==> src/rtl/vga_timing_multi.sv <==
// vga_timing_multi: dual-mode VGA timing generator (counters, sync, blanking).
// Two video modes are fixed at elaboration. The runtime switch between them
// only takes effect on a frame wrap, so a frame is never output with mixed
// timing.
// Optional feature: define VGA_FRAME_CNT_EN to add the 16-bit frame_cnt output.
module vga_timing_multi #(
   parameter int CNT_W           = 11,
   parameter int M0_H_ACTIVE     = 1024,
   parameter int M0_H_SYNC_START = 1048,
   parameter int M0_H_SYNC_END   = 1184,
   parameter int M0_H_TOTAL      = 1344,
   parameter int M0_V_ACTIVE     = 768,
   parameter int M0_V_SYNC_START = 771,
   parameter int M0_V_SYNC_END   = 777,
   parameter int M0_V_TOTAL      = 806,
   parameter bit M0_HSYNC_POL    = 1'b0,
   parameter bit M0_VSYNC_POL    = 1'b0,
   parameter int M1_H_ACTIVE     = 800,
   parameter int M1_H_SYNC_START = 840,
   parameter int M1_H_SYNC_END   = 968,
   parameter int M1_H_TOTAL      = 1056,
   parameter int M1_V_ACTIVE     = 600,
   parameter int M1_V_SYNC_START = 601,
   parameter int M1_V_SYNC_END   = 605,
   parameter int M1_V_TOTAL      = 628,
   parameter bit M1_HSYNC_POL    = 1'b1,
   parameter bit M1_VSYNC_POL    = 1'b1
) (
   input  logic             clk,
   input  logic             rst_n,
   input  logic             mode_sel,
   input  logic             mode_req,
   output logic             mode_ack,
   output logic             cur_mode,
   output logic [CNT_W-1:0] hcount,
   output logic [CNT_W-1:0] vcount,
   output logic             hsync,
   output logic             vsync,
   output logic             hblnk,
   output logic             vblnk,
   output logic             frame_start
`ifdef VGA_FRAME_CNT_EN
   ,
   output logic [15:0]      frame_cnt
`endif
);

   // Per-mode timing lookups; the argument is the mode bit.
   function automatic logic [CNT_W-1:0] f_h_last(input logic m);
      return m ? CNT_W'(M1_H_TOTAL - 1) : CNT_W'(M0_H_TOTAL - 1);
   endfunction

   function automatic logic [CNT_W-1:0] f_v_last(input logic m);
      return m ? CNT_W'(M1_V_TOTAL - 1) : CNT_W'(M0_V_TOTAL - 1);
   endfunction

   function automatic logic [CNT_W-1:0] f_h_act(input logic m);
      return m ? CNT_W'(M1_H_ACTIVE) : CNT_W'(M0_H_ACTIVE);
   endfunction

   function automatic logic [CNT_W-1:0] f_v_act(input logic m);
      return m ? CNT_W'(M1_V_ACTIVE) : CNT_W'(M0_V_ACTIVE);
   endfunction

   function automatic logic f_hsync(input logic m, input logic [CNT_W-1:0] h);
      logic [CNT_W-1:0] s, e;
      logic             p;
      s = m ? CNT_W'(M1_H_SYNC_START) : CNT_W'(M0_H_SYNC_START);
      e = m ? CNT_W'(M1_H_SYNC_END)   : CNT_W'(M0_H_SYNC_END);
      p = m ? M1_HSYNC_POL : M0_HSYNC_POL;
      return ((h >= s) && (h < e)) ? p : ~p;
   endfunction

   function automatic logic f_vsync(input logic m, input logic [CNT_W-1:0] v);
      logic [CNT_W-1:0] s, e;
      logic             p;
      s = m ? CNT_W'(M1_V_SYNC_START) : CNT_W'(M0_V_SYNC_START);
      e = m ? CNT_W'(M1_V_SYNC_END)   : CNT_W'(M0_V_SYNC_END);
      p = m ? M1_VSYNC_POL : M0_VSYNC_POL;
      return ((v >= s) && (v < e)) ? p : ~p;
   endfunction

   // r_run distinguishes the priming edge right after reset (which presents
   // pixel 0,0 with frame_start) from normal counting.
   logic             r_run;
   logic             r_cur_mode;
   logic             r_pend;
   logic             r_pend_mode;
   logic             r_ack;
   logic [CNT_W-1:0] r_hcount;
   logic [CNT_W-1:0] r_vcount;
   logic             r_hsync;
   logic             r_vsync;
   logic             r_hblnk;
   logic             r_vblnk;
   logic             r_fs;

   logic             w_hend;
   logic             w_vend;
   logic             w_fwrap;
   logic             w_mode_nx;
   logic [CNT_W-1:0] w_h_nx;
   logic [CNT_W-1:0] w_v_nx;

   // Next pixel position and the mode that applies to it.
   always_comb begin
      w_hend    = (r_hcount == f_h_last(r_cur_mode));
      w_vend    = (r_vcount == f_v_last(r_cur_mode));
      w_fwrap   = r_run && w_hend && w_vend;
      w_mode_nx = (w_fwrap && r_pend) ? r_pend_mode : r_cur_mode;
      w_h_nx    = '0;
      w_v_nx    = '0;
      if (r_run) begin
         if (w_hend) begin
            w_h_nx = '0;
            w_v_nx = w_vend ? '0 : r_vcount + CNT_W'(1);
         end else begin
            w_h_nx = r_hcount + CNT_W'(1);
            w_v_nx = r_vcount;
         end
      end
   end

   // Mode-switch bookkeeping: a request always lands in the pending slot
   // (last wins); a request on the wrap edge is kept for the next wrap.
   always_ff @(posedge clk or negedge rst_n) begin
      if (!rst_n) begin
         r_run       <= 1'b0;
         r_cur_mode  <= 1'b0;
         r_pend      <= 1'b0;
         r_pend_mode <= 1'b0;
         r_ack       <= 1'b0;
      end else begin
         r_run      <= 1'b1;
         r_cur_mode <= w_mode_nx;
         r_ack      <= w_fwrap && r_pend;
         if (mode_req) begin
            r_pend      <= 1'b1;
            r_pend_mode <= mode_sel;
         end else if (w_fwrap) begin
            r_pend <= 1'b0;
         end
      end
   end

   // Counters plus sync/blank/frame_start, all derived from the next position
   // so every output lines up with hcount/vcount on the same cycle.
   always_ff @(posedge clk or negedge rst_n) begin
      if (!rst_n) begin
         r_hcount <= '0;
         r_vcount <= '0;
         r_hsync  <= ~M0_HSYNC_POL;
         r_vsync  <= ~M0_VSYNC_POL;
         r_hblnk  <= 1'b0;
         r_vblnk  <= 1'b0;
         r_fs     <= 1'b0;
      end else begin
         r_hcount <= w_h_nx;
         r_vcount <= w_v_nx;
         r_hsync  <= f_hsync(w_mode_nx, w_h_nx);
         r_vsync  <= f_vsync(w_mode_nx, w_v_nx);
         r_hblnk  <= (w_h_nx >= f_h_act(w_mode_nx));
         r_vblnk  <= (w_v_nx >= f_v_act(w_mode_nx));
         r_fs     <= !r_run || w_fwrap;
      end
   end

`ifdef VGA_FRAME_CNT_EN
   logic [15:0] r_fcnt;

   // Frames completed since reset, counting every wrap including mode switches.
   always_ff @(posedge clk or negedge rst_n) begin
      if (!rst_n) begin
         r_fcnt <= '0;
      end else if (w_fwrap) begin
         r_fcnt <= r_fcnt + 16'd1;
      end
   end

   assign frame_cnt = r_fcnt;
`endif

   assign mode_ack    = r_ack;
   assign cur_mode    = r_cur_mode;
   assign hcount      = r_hcount;
   assign vcount      = r_vcount;
   assign hsync       = r_hsync;
   assign vsync       = r_vsync;
   assign hblnk       = r_hblnk;
   assign vblnk       = r_vblnk;
   assign frame_start = r_fs;

endmodule

==> config.mk <==
export PLATFORM = sky130hd
export DESIGN_NAME = vga_timing_multi
export DESIGN_NICKNAME = d
export VERILOG_FILES = /design/src/rtl/vga_timing_multi.sv
export SDC_FILE = /design/constraint.sdc
export NUM_CORES = 1
export LEC_CHECK = 0
export ABC_AREA = 1
export ABC_CLOCK_PERIOD_IN_PS = 3400
export BUFFER_PORTS_ARGS = -buffer_cell sky130_fd_sc_hd__buf_2
export CORE_UTILIZATION = 50
export DETAILED_ROUTE_END_ITERATION = 10
export PLACE_DENSITY = 0.71
export SETUP_SLACK_MARGIN = 0.15
export SLEW_MARGIN = 40
export SYNTH_ARGS = -nofsm -noshare
export SYNTH_HDL_FRONTEND = slang
export SYNTH_SLANG_ARGS = --single-unit
==> constraint.sdc <==
create_clock -name clk -period 3.4 [get_ports clk]
set_input_delay 0.17 -clock clk [delete_from_list [all_inputs] [get_ports clk]]
set_output_delay 0.17 -clock clk [all_outputs]
set_load 0.01 [all_outputs]
# Yosys cells after proc, flatten, opt, wreduce, memory -nomap -nowiden
# Index checks and enable logic that the tools add are counted.
[word_totals]
regBits = 32
in_bits = 4
wordCells = 50
[op_classes]
add_sub_neg = 2
magnitude_cmp = 6
n_eq_ne = 2
n_mux = 19
bitwise_logic = 1
n_reduce_logical = 8
[ops]
columns = ["operator", "count"]
rows = [
  ["$mux 11", 8],
  ["$mux 9", 5],
  ["$add 11x1->11 const B", 2],
  ["$ge 11x10->1", 2],
  ["$ge 11x11->1", 2],
  ["$eq 11x10->1", 1],
  ["$eq 11x11->1", 1],
  ["$lt 11x10->1", 1],
  ["$lt 11x11->1", 1],
  ["$mux 1", 6],
  ["$logic_and 1x1->1", 5],
  ["$reduce_bool 2->1", 1],
  ["$logic_not 1->1", 1],
  ["$logic_or 1x1->1", 1],
  ["$not 1->1", 1],
]

# Logic depth before layout (Yosys ltp)
# Gate-level depths: netlist of the first run.
[depth]
word_depth = 10
depth_mapped = 24
depth_no_buf = 24

# Worst setup path before layout of the first run
# Ideal clock, no wire load.
[synth_timing]
path_type = "reg2reg"
startpoint = "register r_hcount[0] (netlist: hcount[0])"
endpoint = "register r_vsync (netlist: vsync)"
setup_ns = 0.077
arrival_time_ns = 2.720
required_time_ns = 3.323
slack_ns = 0.603
stages_incl_launch_ff = 22
period_less_slack_ns = 2.797
cell_sequence = "dfrtp_1 > ha_1 > nand2_1 > nor2_4 > nand3_2 > nor2_4 > nand2_1 > nor2_2 > nand2_1 > clkinv_1 > nand2_2 > nand2_1 > inv_1 > ha_1 > inv_1 > o21bai_1 > a21oi_2 > nand2_1 > nor2_2 > nand2_1 > nand2_1 > nand2_1"
[synth_between]
elab_chain_len = 9
[synth_lines]
columns = ["element", "line_no", "rtl"]
rows = [
  ["start, declared", "90", "logic [CNT_W-1:0] r_hcount;"],
  ["start signal, assigned", "158", "r_hcount <= w_h_nx;"],
  ["$eq 11x11->1 *", "107", "w_hend = (r_hcount == f_h_last(r_cur_mode));"],
  ["$logic_and 1x1->1 * (2 in a row)", "109", "w_fwrap = r_run && w_hend && w_vend;"],
  ["$logic_and 1x1->1 *", "110", "w_mode_nx = (w_fwrap && r_pend) ? r_pend_mode : r_cur_mode;"],
  ["$mux 1 *", "110", ""],
  ["net w_mode_nx", "101", "logic w_mode_nx;"],
  ["$mux 9, on equally long branches", "77, 78", ""],
  ["$ge 11x10->1 / $lt 11x10->1 (equally long branches)", "80", "return ((v >= s) && (v < e)) ? p : ~p;"],
  ["$logic_and 1x1->1", "80", ""],
  ["$mux 1 *", "80", ""],
  ["end signal, assigned", "153", "r_vsync <= ~M0_VSYNC_POL;"],
  ["end signal, assigned", "161", "r_vsync <= f_vsync(w_mode_nx, w_v_nx);"],
  ["end, declared", "93", "logic r_vsync;"],
]
# Mark *: on every way through the listed nets, which the timed path passes. The rest lies on a longest branch.
# A chain may end at the register's enable or synchronous reset.

# Final worst setup path of the first run
[layout_timing]
startpoint = "register r_hcount[0] (netlist: hcount[0])"
endpoint = "register r_vblnk (netlist: vblnk)"
[layout_between]
elab_chain_len = 7
[layout_lines]
columns = ["element", "line_no", "rtl"]
rows = [
  ["$eq 11x11->1", "107", ""],
  ["$logic_and 1x1->1 (2 in a row)", "109", ""],
  ["$logic_and 1x1->1", "110", ""],
  ["$mux 1", "110", ""],
  ["net w_mode_nx", "101", ""],
  ["$mux 9", "62", "return m ? CNT_W'(M1_V_ACTIVE) : CNT_W'(M0_V_ACTIVE);"],
  ["$ge 11x10->1", "163", "r_vblnk <= (w_v_nx >= f_v_act(w_mode_nx));"],
  ["end signal, assigned", "163", ""],
  ["end, declared", "95", "logic r_vblnk;"],
]
# The timed path passes the listed nets, and every way through them passes these cells.

==> metrics.yaml, run 1 <==
power:
  leakage_nw: 1.42
  report.power.total_mw: 0.752
  vdd_drop_max_mv: 0.221
  cellPowerDensity_mw_per_mm2: 283
detailed_routing:
  routedWlPerCell_um: 13.2
  drt_first_pass_iters: 4
  drtAntennaViolNets: 0
  drt_iter0_drc: 177
  wl_um: 5480
  vias: 2117
  drc: 0
  avgViaCountPerCell: 5.09
sta:
  clock_skew_ns: 0.0128
  timing.hold.ws_ns: 0.0998
  fmax_mhz: 345
  tns_ns: 0
  setup_violations: 0
  min_period_over_period_pct: 85.1
  drv_slew: 0
  period_needed_ns: 2.89
  rsz0062_at_grt: "false"
  finalHoldViolCount: 0
die:
  rows: 24
  io_pins: 33
  die_w_um: 70.1
  design.die.area_mm2: 0.00491
  die-height_um: 70.1
  initial_utilization_pct: 52.5
  core_mm2: 0.00441
placed_design:
  place_congestion: 0.977
  dpl.hpwl_um: 4350
  port-buffer-count: 32
run_status:
  status: "completed"
global_routing:
  gr-total-overflow: 0
  grt_max_degree: 33
  grt_pass1_wl_um: 9370
  grt_usage_pct: 24.3
  antenna_found_initial: 0
  grt_pass1_vias: 1971
logic_synthesis:
  synth_edf_count: 0
  synth_ff_type: "dfrtp_1"
  async_reset_ff_share_pct: 100
  syn-instance-count: 323
  ys_ff_latch: 32
  syn_area_mm2: 0.00232
  syn-num-nets: 343
  yosys_warnings: 0
  yosysSeqAreaShare_pct: 34.7
  avgSynthCellArea_um2: 7.17
  synthDistinctLibCells: 29
setup_path:
  critPathCaptureType: "flip-flop"
  crit_end: "vblnk$_DFF_PN0_"
  critPathKind: "flip-flop to flip-flop"
  reg2regPathDepth: 18
  arrival_ns: 3.06
  cp_max_fo: 10
  timing.rr.end: "vblnk$_DFF_PN0_"
  r2r_setup_slack_ns: 0.51
  cp-start-kind: "flip-flop"
  r2r-start: "hcount[0]$_DFF_PN0_"
  critPathLaunch: "hcount[0]$_DFF_PN0_"
  required_ns: 3.56
run:
  maxCapViolations: 0
clocking:
  cts_root_buffer: "clkbuf_8"
  clk_pin_slew_worst_paths_ns: 0.07
  cts_resized: 0
  cts.sinks: 32
  cts_buffer_depth: 2
  clk_latency_ns: 0.29
  cts_htree_levels: 2
  cts_tree: "done"
  cts_made_buffers: 5
layout:
  syn_to_final_growth_pct: 14.7
  antenna_cells: 0
  nNetsFinal: 383
  drive_above_1_share_pct: 21.4
  fill_cells: 430
min_path:
  hp-class: "input port to flip-flop"
## cell type report
type                    count  area [µm²]  area share [%]
multi-input cells         235        1300            49.0
flip-flops and latches     32         803            30.2
inverters                  55         206            7.77
repair buffers             34         180            6.78
clock buffers               8         100            3.77
well taps                  52        65.1            2.45
## report_power, final
part           leakage [nW]  total, mW  internal (mW)  switching (mW)
clock network        0.0515      0.328          0.185           0.144
registers             0.427      0.391          0.386         0.00546
logic                 0.945     0.0329         0.0100          0.0228
## logic make-up (layout without fill, tap and decap cells)
group / after synthesis / count (layout) / share of synthesized area, %
and+or+nand+nor: 193 / 193 / 40.8
DFF: 32 / 32 / 34.7
other: 1 / 1 / 0.162
adders and majority gates: 16 / 16 / 8.64
buffers and inverters: 56 / 97 / 9.08
xor gates and xnor gates: 4 / 4 / 1.51
AOI/OAI and AO/OA: 21 / 21 / 5.08
## placed cells by master, fill, tap and decap left out, types with 7 or more instances in the layout
cell	synthesis	final
o21ai_0	11	11
nand4_1	12	12
nand3_1	23	23
buf_2	0	31
nor2_1	33	33
ha_1	16	16
nor2_2	7	7
nand2_1	89	89
inv_1	46	46
inv_2	7	7
dfrtp_1	30	30
clkbuf_8	0	7
## cells in the mapped netlist (6+ instances only)
cell type   n  area (µm²)
nand4_1    12        75.1
nor2_2      7        43.8
nand2_1    89         334
nor2_1     33         124
o21ai_0    11        55.1
dfrtp_1    30         751
a21oi_1     6        30.0
inv_2       7        26.3
nand2_2     6        37.5
ha_1       16         200
nand3_1    23         115
inv_1      46         173
## timing repair
item | CTS | global route
setup endpoints to repair | 0 | 0
endpoints found under the hold margin | 30 | 0
buffers inserted | 0 | 0
hold buffers | 1 | 0
## layer usage
metal	share of wire (%)	track usage (%)
met1	50	36.0
met2	45	37.2
met3	4.3	3.46
met4	1.1	6.44
met5	0	0
## worst max-delay path, stage by stage, from the launching register on
cell and delay (ns):
dfrtp_1 0.38, ha_1 0.20, nand2_1 0.11, nor2_4 0.13
nand3_2 0.10, nor2_4 0.17, nand2_1 0.08, nor2_2 0.11
nand2_1 0.08, nand2_1 0.08, nand2_1 0.07, inv_1 0.29
ha_1 0.33, inv_1 0.09, o21bai_1 0.09, a21oi_2 0.15
nand2_1 0.10, a21oi_1 0.13, nand2_1 0.07
## how the worst min path moves through the flow
| stage | slack (ns) | startpoint | cells after the start | endpoint |
|---|---|---|---|---|
| 6_report | 0.1 | mode_sel | 3 | r_pend_mode$_DFFE_PN0P_ |
| 5_1_grt | 0.11 | mode_sel | 3 | r_pend_mode$_DFFE_PN0P_ |
| 4_1_cts | 0.09 | mode_sel | 3 | r_pend_mode$_DFFE_PN0P_ |
| 3_5_place_dp | 0.27 | rst_n | 1 | hblnk$_DFF_PN0_ |
| 3_3_place_gp | 0.27 | rst_n | 1 | hblnk$_DFF_PN0_ |
| 2_1_floorplan | -0.13 | rst_n | 0 | cur_mode$_DFF_PN0_ |
## metrics by stage
stage	std cells	utilization, %	instance area (µm²)	setup WS, ns
final	416	60.2	2660	0.506
after global placement	407	57.7	2540	0.648
after CTS	416	60.1	2660	0.529
after detailed placement	407	57.7	2540	0.550
after global routing	416	60.2	2660	0.239
after floorplan	323	-	2320	0.603
Note: power is estimated with default switching activity, not from simulation.
==> inputs of run 2 (changes only) <==
--- a/config.mk
+++ b/config.mk
@@ -5,13 +5,15 @@
 export SDC_FILE = /design/constraint.sdc
 export NUM_CORES = 1
 export LEC_CHECK = 0
-export ABC_AREA = 1
+export ABC_AREA = 0
 export ABC_CLOCK_PERIOD_IN_PS = 3400
 export BUFFER_PORTS_ARGS = -buffer_cell sky130_fd_sc_hd__buf_2
 export CORE_UTILIZATION = 50
 export DETAILED_ROUTE_END_ITERATION = 10
-export PLACE_DENSITY = 0.71
+export PLACE_DENSITY = 0.72
+export RECOVER_POWER = 25
 export SETUP_SLACK_MARGIN = 0.15
+export SKIP_LAST_GASP = 1
 export SLEW_MARGIN = 40
 export SYNTH_ARGS = -nofsm -noshare
 export SYNTH_HDL_FRONTEND = slang
==> run 2 against run 1 <==
The run now ends with capacitance limit, slew limit left; count of clock-buffer cells in the layout down 2; die area down 11%; fmax down 9.2%; worst hold slack worse by 0.013 ns; synthesized cell count down 34%; critical path type unchanged; critical endpoint is now vsync$_DFF_PN1_.
==> metrics.yaml, run 2 <==
setup_path:
  cp-start-kind: "flip-flop"
  required_ns: 3.62  # +0.06 ns
  critPathKind: "flip-flop to flip-flop"
  cp_max_fo: 6  # -4
  arrival_ns: 3.40  # +0.34 ns
  critPathCaptureType: "flip-flop"
placed_design:
  port-buffer-count: 32  # unchanged
  dpl.hpwl_um: 3780  # -13%
  place_ws_ns: 0.0210  # -0.529 ns
  place_congestion: 0.849  # -13%
sta:
  rsz0062_at_grt: "false"
  tns_ns: 0  # unchanged
  setup_violations: 0  # unchanged
  tightest_slew_ns: 1.75
  clock_skew_ns: 0.0121  # -0.000678 ns
  finalHoldViolCount: 0  # unchanged
  timing.slew.headroom_pct: -16.4
  timing.hold.ws_ns: 0.0864  # -0.0134 ns
  period_needed_ns: 3.19  # +0.292 ns
  min_period_over_period_pct: 93.7  # +8.6 points
  fmax_mhz: 314  # -9.2%
  drv_slew: 33  # +33
  layout_setup_ws_ns: 0.214  # -0.292 ns
logic_synthesis:
  yosysMostFrequentCell: "dfrtp_1"
  ys_ff_latch: 32  # unchanged
  synth_edf_count: 0  # unchanged
  synth_top_cell_area_share_pct: 36.4  # +4.0 points
  synthDistinctLibCells: 53  # +83%
  synth.area.top_cells: "dfrtp_1, ha_1, xor2_1"
  synth_top_area_cell: "dfrtp_1"
  syn_area_mm2: 0.00206  # -11%
  avgSynthCellArea_um2: 9.69  # +35%
  yosys_warnings: 0  # unchanged
  yosysSeqAreaShare_pct: 38.9  # +4.2 points
  async_reset_ff_share_pct: 100  # unchanged
  ys_top_cells_by_count: "dfrtp_1, nor2_1, ha_1"
  synth_ff_type: "dfrtp_1"
  syn-instance-count: 213  # -34%
  syn-num-nets: 233  # -32%
detailed_routing:
  drt_first_pass_iters: 4  # unchanged
  drc: 0  # unchanged
  vias: 1957  # -7.6%
  avgViaCountPerCell: 6.04  # +19%
  drt_iter0_drc: 171  # -3.4%
  drtAntennaViolNets: 0  # unchanged
  wl_um: 5790  # +5.7%
  routedWlPerCell_um: 17.9  # +36%
global_routing:
  antenna_found_initial: 0  # unchanged
  grt_pass1_vias: 1801  # -8.6%
  grt_pass1_wl_um: 8930  # -4.7%
  grt_max_degree: 33  # unchanged
  gr-total-overflow: 0  # unchanged
  grt_usage_pct: 27.6  # +3.3 points
layout:
  multi_input_area_mm2: 0.00135  # +3.6%
  fin_util_pct: 71.8  # +12 points
  mostFrequentLayoutCell: "buf_2"
  antenna_cells: 0  # unchanged
  layout.area.seq_um2: 807  # +0.47%
  syn_to_final_growth_pct: 32.3
  final_cell_mix: "buf_2, dfrtp_1, buf_4"
  drive_above_1_share_pct: 38.4  # +17 points
  nNetsFinal: 295  # -23%
  fill_cells: 270  # -37%
clocking:
  cts_made_buffers: 5  # unchanged
  cts.sinks: 32  # unchanged
  cts_root_buffer: "clkbuf_8"
  cts_tree: "done"
  cts_htree_levels: 2  # unchanged
  clk_latency_ns: 0.30  # about the same
  cts_buffer_depth: 2  # unchanged
  clk_pin_slew_worst_paths_ns: 0.08  # about the same
die:
  die-height_um: 66.2  # -5.5%
  rows: 22  # -8.3%
  design.die.area_mm2: 0.00439  # -11%
  io_pins: 33  # unchanged
  die_w_um: 66.2  # -5.5%
  core_mm2: 0.00380  # -14%
  initial_utilization_pct: 54.3  # +1.8 points
power:
  switching_share_pct: 24.6  # +1.7 points
  cellPowerDensity_mw_per_mm2: 274  # -3.1%
  report.power.total_mw: 0.749  # -0.45%
  p_sw_mw: 0.184  # +7.0%
  p_comb_share_pct: 5.9  # +1.5 points
  seqPwrFrac_pct: 52.4  # +0.4 points
  internal_power_mw: 0.565  # -2.7%
  vdd_drop_max_mv: 0.242  # +9.3%
  power.share.clock_pct: 41.7  # -1.9 points
  leakage_nw: 1.28  # -9.8%
run:
  maxCapViolations: 1  # +1
min_path:
  hp-class: "input port to flip-flop"
run_status:
  status: "finished with violations"
  violations: "capacitance limit, slew limit"
[run 2: cell types whose count changed in the layout (fill, tap and decap cells not counted), sizes merged, moves of 5 or more]
cell and delta:
nor2 -22, xnor2 +6, o21ai -7, inv -41, nand3 -20, buf +25, or3 +5, nand4 -8
xor2 +6, o2111ai +5, nand2 -84
[run 2: routing by layer]
| metal | part of all wire [%] | vias up | GRT usage [%] |
|---|---|---|---|
| met2 | 46 | 93 | 40.4 |
| met1 | 45 | 944 | 38.6 |
| met5 | 0 | - | 0 |
| met3 | 7.4 | 11 | 7.07 |
| li1 | - | 909 | - |
| met4 | 1.9 | 0 | 10.9 |
[run 2: final timing paths]
check | slack (ns) | endpoint | depth (start not counted) | from
setup reg to reg | 0.21 | vsync$_DFF_PN1_ | 13 | hcount[7]$_DFF_PN0_
min in group asynchronous | 0.89 | hcount[6]$_DFF_PN0_ | 2 | rst_n
max in group asynchronous | 1.37 | hcount[0]$_DFF_PN0_ | 2 | rst_n
hold / removal | 0.09 | r_pend$_DFFE_PN0P_ | 2 | mode_req
setup / recovery | 0.21 | vsync$_DFF_PN1_ | 13 | hcount[7]$_DFF_PN0_
hold reg to reg | 0.51 | hcount[0]$_DFF_PN0_ | 1 | hcount[0]$_DFF_PN0_
[run 2: power groups by stage]
stage | Combinational, mW | Clock (mW) | Sequential [mW]
after floorplan | 0.0148 | 0 | 0.399
after global placement | 0.0345 | 0 | 0.399
after detailed placement | 0.0349 | 0 | 0.399
after CTS | 0.0366 | 0.317 | 0.392
after global routing | 0.0496 | 0.335 | 0.393
final | 0.0441 | 0.312 | 0.393
[run 2: timing repair]
item,in CTS,in global routing
pin swaps,5,6
setup buffers,5,7
resized for setup,9,20
endpoints found under the hold margin,30,0
hold buffers,1,0
endpoints found under the setup margin,3,3
[run 2: area by class of cell]
| type | count | share of cell area (%) |
|---|---|---|
| multi-input combinational | 164 | 49.4 |
| inverter | 12 | 1.65 |
| sequential | 32 | 29.6 |
| clock buffer | 6 | 3.03 |
| clock inverter | 2 | 0.367 |
| tap | 48 | 2.20 |
| timing repair buffer | 60 | 13.8 |
[run 2: cells by family (layout without fill, tap and decap cells)]
group | count (synthesis) | after routing | share of synthesized area (%)
buffers and inverters | 17 | 80 | 3.21
other | 1 | 1 | 0.182
adders and majority gates | 16 | 16 | 9.70
AOI/OAI and AO/OA | 46 | 46 | 17.2
DFF | 32 | 32 | 38.9
muxes | 2 | 2 | 1.09
and+or+nand+nor | 83 | 83 | 22.9
xor gates and xnor gates | 16 | 16 | 6.79
[run 2: worst max-delay path: stages, from the launching register on]
cell       delay [ns]
dfrtp_2          0.46
nor4b_4          0.34
o211a_4          0.25
nand4_1          0.11
or2_2            0.32
xor2_1           0.16
nor2_2           0.22
ha_4             0.24
inv_2            0.08
nor2_1           0.06
a211oi_2         0.21
o22ai_2          0.14
a2111oi_4        0.35
xnor2_1          0.16
[run 2: stage by stage]
| stage | area, µm² | std cells |
|---|---|---|
| 4_1_cts | 2580 | 317 |
| 3_3_place_gp | 2390 | 303 |
| 3_5_place_dp | 2390 | 303 |
| 6_report | 2730 | 324 |
| 5_1_grt | 2730 | 324 |
| 2_1_floorplan | 2100 | 213 |
==> inputs of run 3 (changes only) <==
--- a/config.mk
+++ b/config.mk
@@ -8,9 +8,9 @@
 export ABC_AREA = 0
 export ABC_CLOCK_PERIOD_IN_PS = 3400
 export BUFFER_PORTS_ARGS = -buffer_cell sky130_fd_sc_hd__buf_2
-export CORE_UTILIZATION = 50
+export CORE_UTILIZATION = 45
 export DETAILED_ROUTE_END_ITERATION = 10
-export PLACE_DENSITY = 0.72
+export PLACE_DENSITY = 0.66
 export RECOVER_POWER = 25
 export SETUP_SLACK_MARGIN = 0.15
 export SKIP_LAST_GASP = 1
==> run 3 against run 2 <==
The flow still finishes with violations (capacitance limit, slew limit); combinational power shrank 7.0%; fmax down 1.3%; worst hold slack better by 0.0069 ns; via count fell by 2.3%; critical path depth is 1 lower; largest power group unchanged; cell count grew 1.5%.
==> metrics.yaml, run 3 (same netlist as run 2, synthesis figures left out) <==
run_status:
  status: "finished with violations"
  violations: "capacitance limit, slew limit"
layout:
  layout.area.seq_um2: 806  # -0.16%
  mostFrequentLayoutCell: "buf_2"
  drive_above_1_share_pct: 38.3  # -0.14 points
  antenna_cells: 0  # unchanged
  final_cell_mix: "buf_2, dfrtp_1, buf_4"
  nNetsFinal: 296  # +0.34%
  syn_to_final_growth_pct: 33.9
  multi_input_area_mm2: 0.00136  # +0.93%
  fill_cells: 357  # +32%
setup_path:
  cp_num_buf_inv: 3  # +2
  crit_chain: "or4b_4 > o22ai_4 > and3_4 > nand3_4 > mux2_4 > clkinvlp_4 > buf_4 > ha_1 > inv_1 > o31ai_1 > a2111oi_4 > xnor2_1"
  arrival_ns: 3.45  # +0.05 ns
  cp_max_fo: 7  # +1
  required_ns: 3.62  # about the same
  slowest_delay_ns: 0.50  # +0.04 ns
  cp_top_family: "simple AND/OR/NAND/NOR gates"
  critPathCaptureType: "flip-flop"
  critPathKind: "flip-flop to flip-flop"
  critPathSlowestCell: "or4b_4"
  cp-start-kind: "flip-flop"
sta:
  timing.slew.headroom_pct: -16.1  # +0.23 points
  rsz0062_at_grt: "true"
  min_period_over_period_pct: 95.0  # +1.3 points
  tightest_slew_ns: 1.74  # -0.00338 ns
  fmax_mhz: 310  # -1.3%
  setup_violations: 0  # unchanged
  drv_slew: 33  # unchanged
  clock_skew_ns: 0.00940  # -0.00275 ns
  finalHoldViolCount: 0  # unchanged
  tns_ns: 0  # unchanged
  period_needed_ns: 3.23  # +0.0431 ns
power:
  internal_power_mw: 0.568  # +0.47%
  leakage_nw: 1.29  # +0.12%
  power.share.clock_pct: 41.5  # -0.2 points
  cellPowerDensity_mw_per_mm2: 268  # -2.4%
  vdd_drop_max_mv: 0.188  # -22%
  p_comb_share_pct: 5.5  # -0.4 points
  seqPwrFrac_pct: 53.0  # +0.6 points
  report.power.total_mw: 0.740  # -1.2%
  p_sw_mw: 0.173  # -6.2%
  switching_share_pct: 23.3  # -1.2 points
global_routing:
  gr-total-overflow: 0  # unchanged
  grt_pass1_wl_um: 8840  # -1.0%
  grt_usage_pct: 23.2  # -4.5 points
  grt_pass1_vias: 1781  # -1.1%
  grt_max_degree: 33  # unchanged
  antenna_found_initial: 0  # unchanged
detailed_routing:
  drtAntennaViolNets: 0  # unchanged
  drt_iter0_drc: 113  # -34%
  routedWlPerCell_um: 17.3  # -3.4%
  drt_first_pass_iters: 4  # unchanged
  vias: 1912  # -2.3%
  wl_um: 5680  # -1.9%
  drc: 0  # unchanged
  avgViaCountPerCell: 5.81  # -3.8%
placed_design:
  place_congestion: 0.902  # +6.3%
  port-buffer-count: 32  # unchanged
  dpl.hpwl_um: 3820  # +1.1%
die:
  rows: 24  # +9.1%
  core_mm2: 0.00438  # +15%
  die-height_um: 69.7  # +5.2%
  die_w_um: 69.7  # +5.2%
  io_pins: 33  # unchanged
  initial_utilization_pct: 47.1  # -7.3 points
  design.die.area_mm2: 0.00486  # +11%
clocking:
  cts_tree: "done"
  cts_buffer_depth: 2  # unchanged
  cts.sinks: 32  # unchanged
  clk_latency_ns: 0.29  # about the same
  clk_pin_slew_worst_paths_ns: 0.07  # about the same
  cts_htree_levels: 2  # unchanged
  cts_root_buffer: "clkbuf_8"
  cts_made_buffers: 5  # unchanged
run:
  maxCapViolations: 1  # unchanged
min_path:
  hp-class: "input port to flip-flop"
run 3: changes by cell type in the layout (fill, tap and decap cells not counted), sizes merged:
cell      change
buf           +1
clkbuf        +2
clkinv        -2
inv           -1
clkinvlp      +1
run 3: layout make-up:
cell class | count | area share [%]
multi-input combinational | 164 | 49.3
sequential | 32 | 29.2
timing repair buffer | 61 | 14.2
clock buffer | 8 | 3.26
tap | 52 | 2.36
inverter | 12 | 1.77
run 3: worst reg2reg max path: cells and delay by family (launching register included):
kind                     cells  cell delay (ns)
AO/OA/AOI/OAI                3             0.72
XOR/XNOR                     1             0.20
adder cells (fa/ha/maj)      1             0.27
buffers and inverters        3             0.44
flip-flops                   1             0.44
multiplexers                 1             0.28
AND/OR/NAND/NOR              3             0.81
run 3: timing repair:
| action | CTS | global route |
|---|---|---|
| setup buffers | 4 | 10 |
| endpoints found under the hold margin | 30 | 0 |
| resized for setup | 10 | 19 |
| pin swaps | 7 | 12 |
| hold buffers | 1 | 0 |
| setup endpoints to repair | 3 | 3 |
run 3: metrics by stage:
stage | setup WS, ns | area, µm² | instances | hold WS (ns) | utilization (%)
after global placement | 0.157 | 2390 | 306 | 0.269 | 54.4
after detailed placement | 0.0558 | 2390 | 306 | 0.280 | 54.4
after CTS | 0.186 | 2560 | 319 | 0.0916 | 58.5
after floorplan | 0.171 | 2100 | 213 | -0.126 | -
after global routing | 0.0707 | 2760 | 329 | 0.0952 | 63.0
final | 0.171 | 2760 | 329 | 0.0933 | 63.0
run 3: power by group through the flow:
stage	clock (mW)	combinational (mW)	sequential, mW
floorplan	0	0.0148	0.399
CTS	0.315	0.0364	0.392
global route	0.332	0.0468	0.393
finish	0.307	0.0410	0.392
detailed placement	0	0.0333	0.400
global placement	0	0.0329	0.400
run 3: final timing paths:
path                                              start                       to  slack [ns]  cells after the start
worst min-delay path                           mode_req       r_pend$_DFFE_PN0P_        0.09                      2
worst max register to register       cur_mode$_DFF_PN0_          vsync$_DFF_PN1_        0.17                     12
max in group asynchronous                         rst_n      hcount[0]$_DFF_PN0_        1.39                      2
worst min register to register  r_pend_mode$_DFFE_PN0P_  r_pend_mode$_DFFE_PN0P_        0.53                      1
worst max-delay path                 cur_mode$_DFF_PN0_          vsync$_DFF_PN1_        0.17                     12
min in group asynchronous                         rst_n      vcount[9]$_DFF_PN0_        0.88                      2
run 3: routing by layer:
metal	wire [µm]	track usage, %
met1	2570	33.5
met2	2650	34.8
met3	393	5.52
met4	78	6.00
met5	0	0
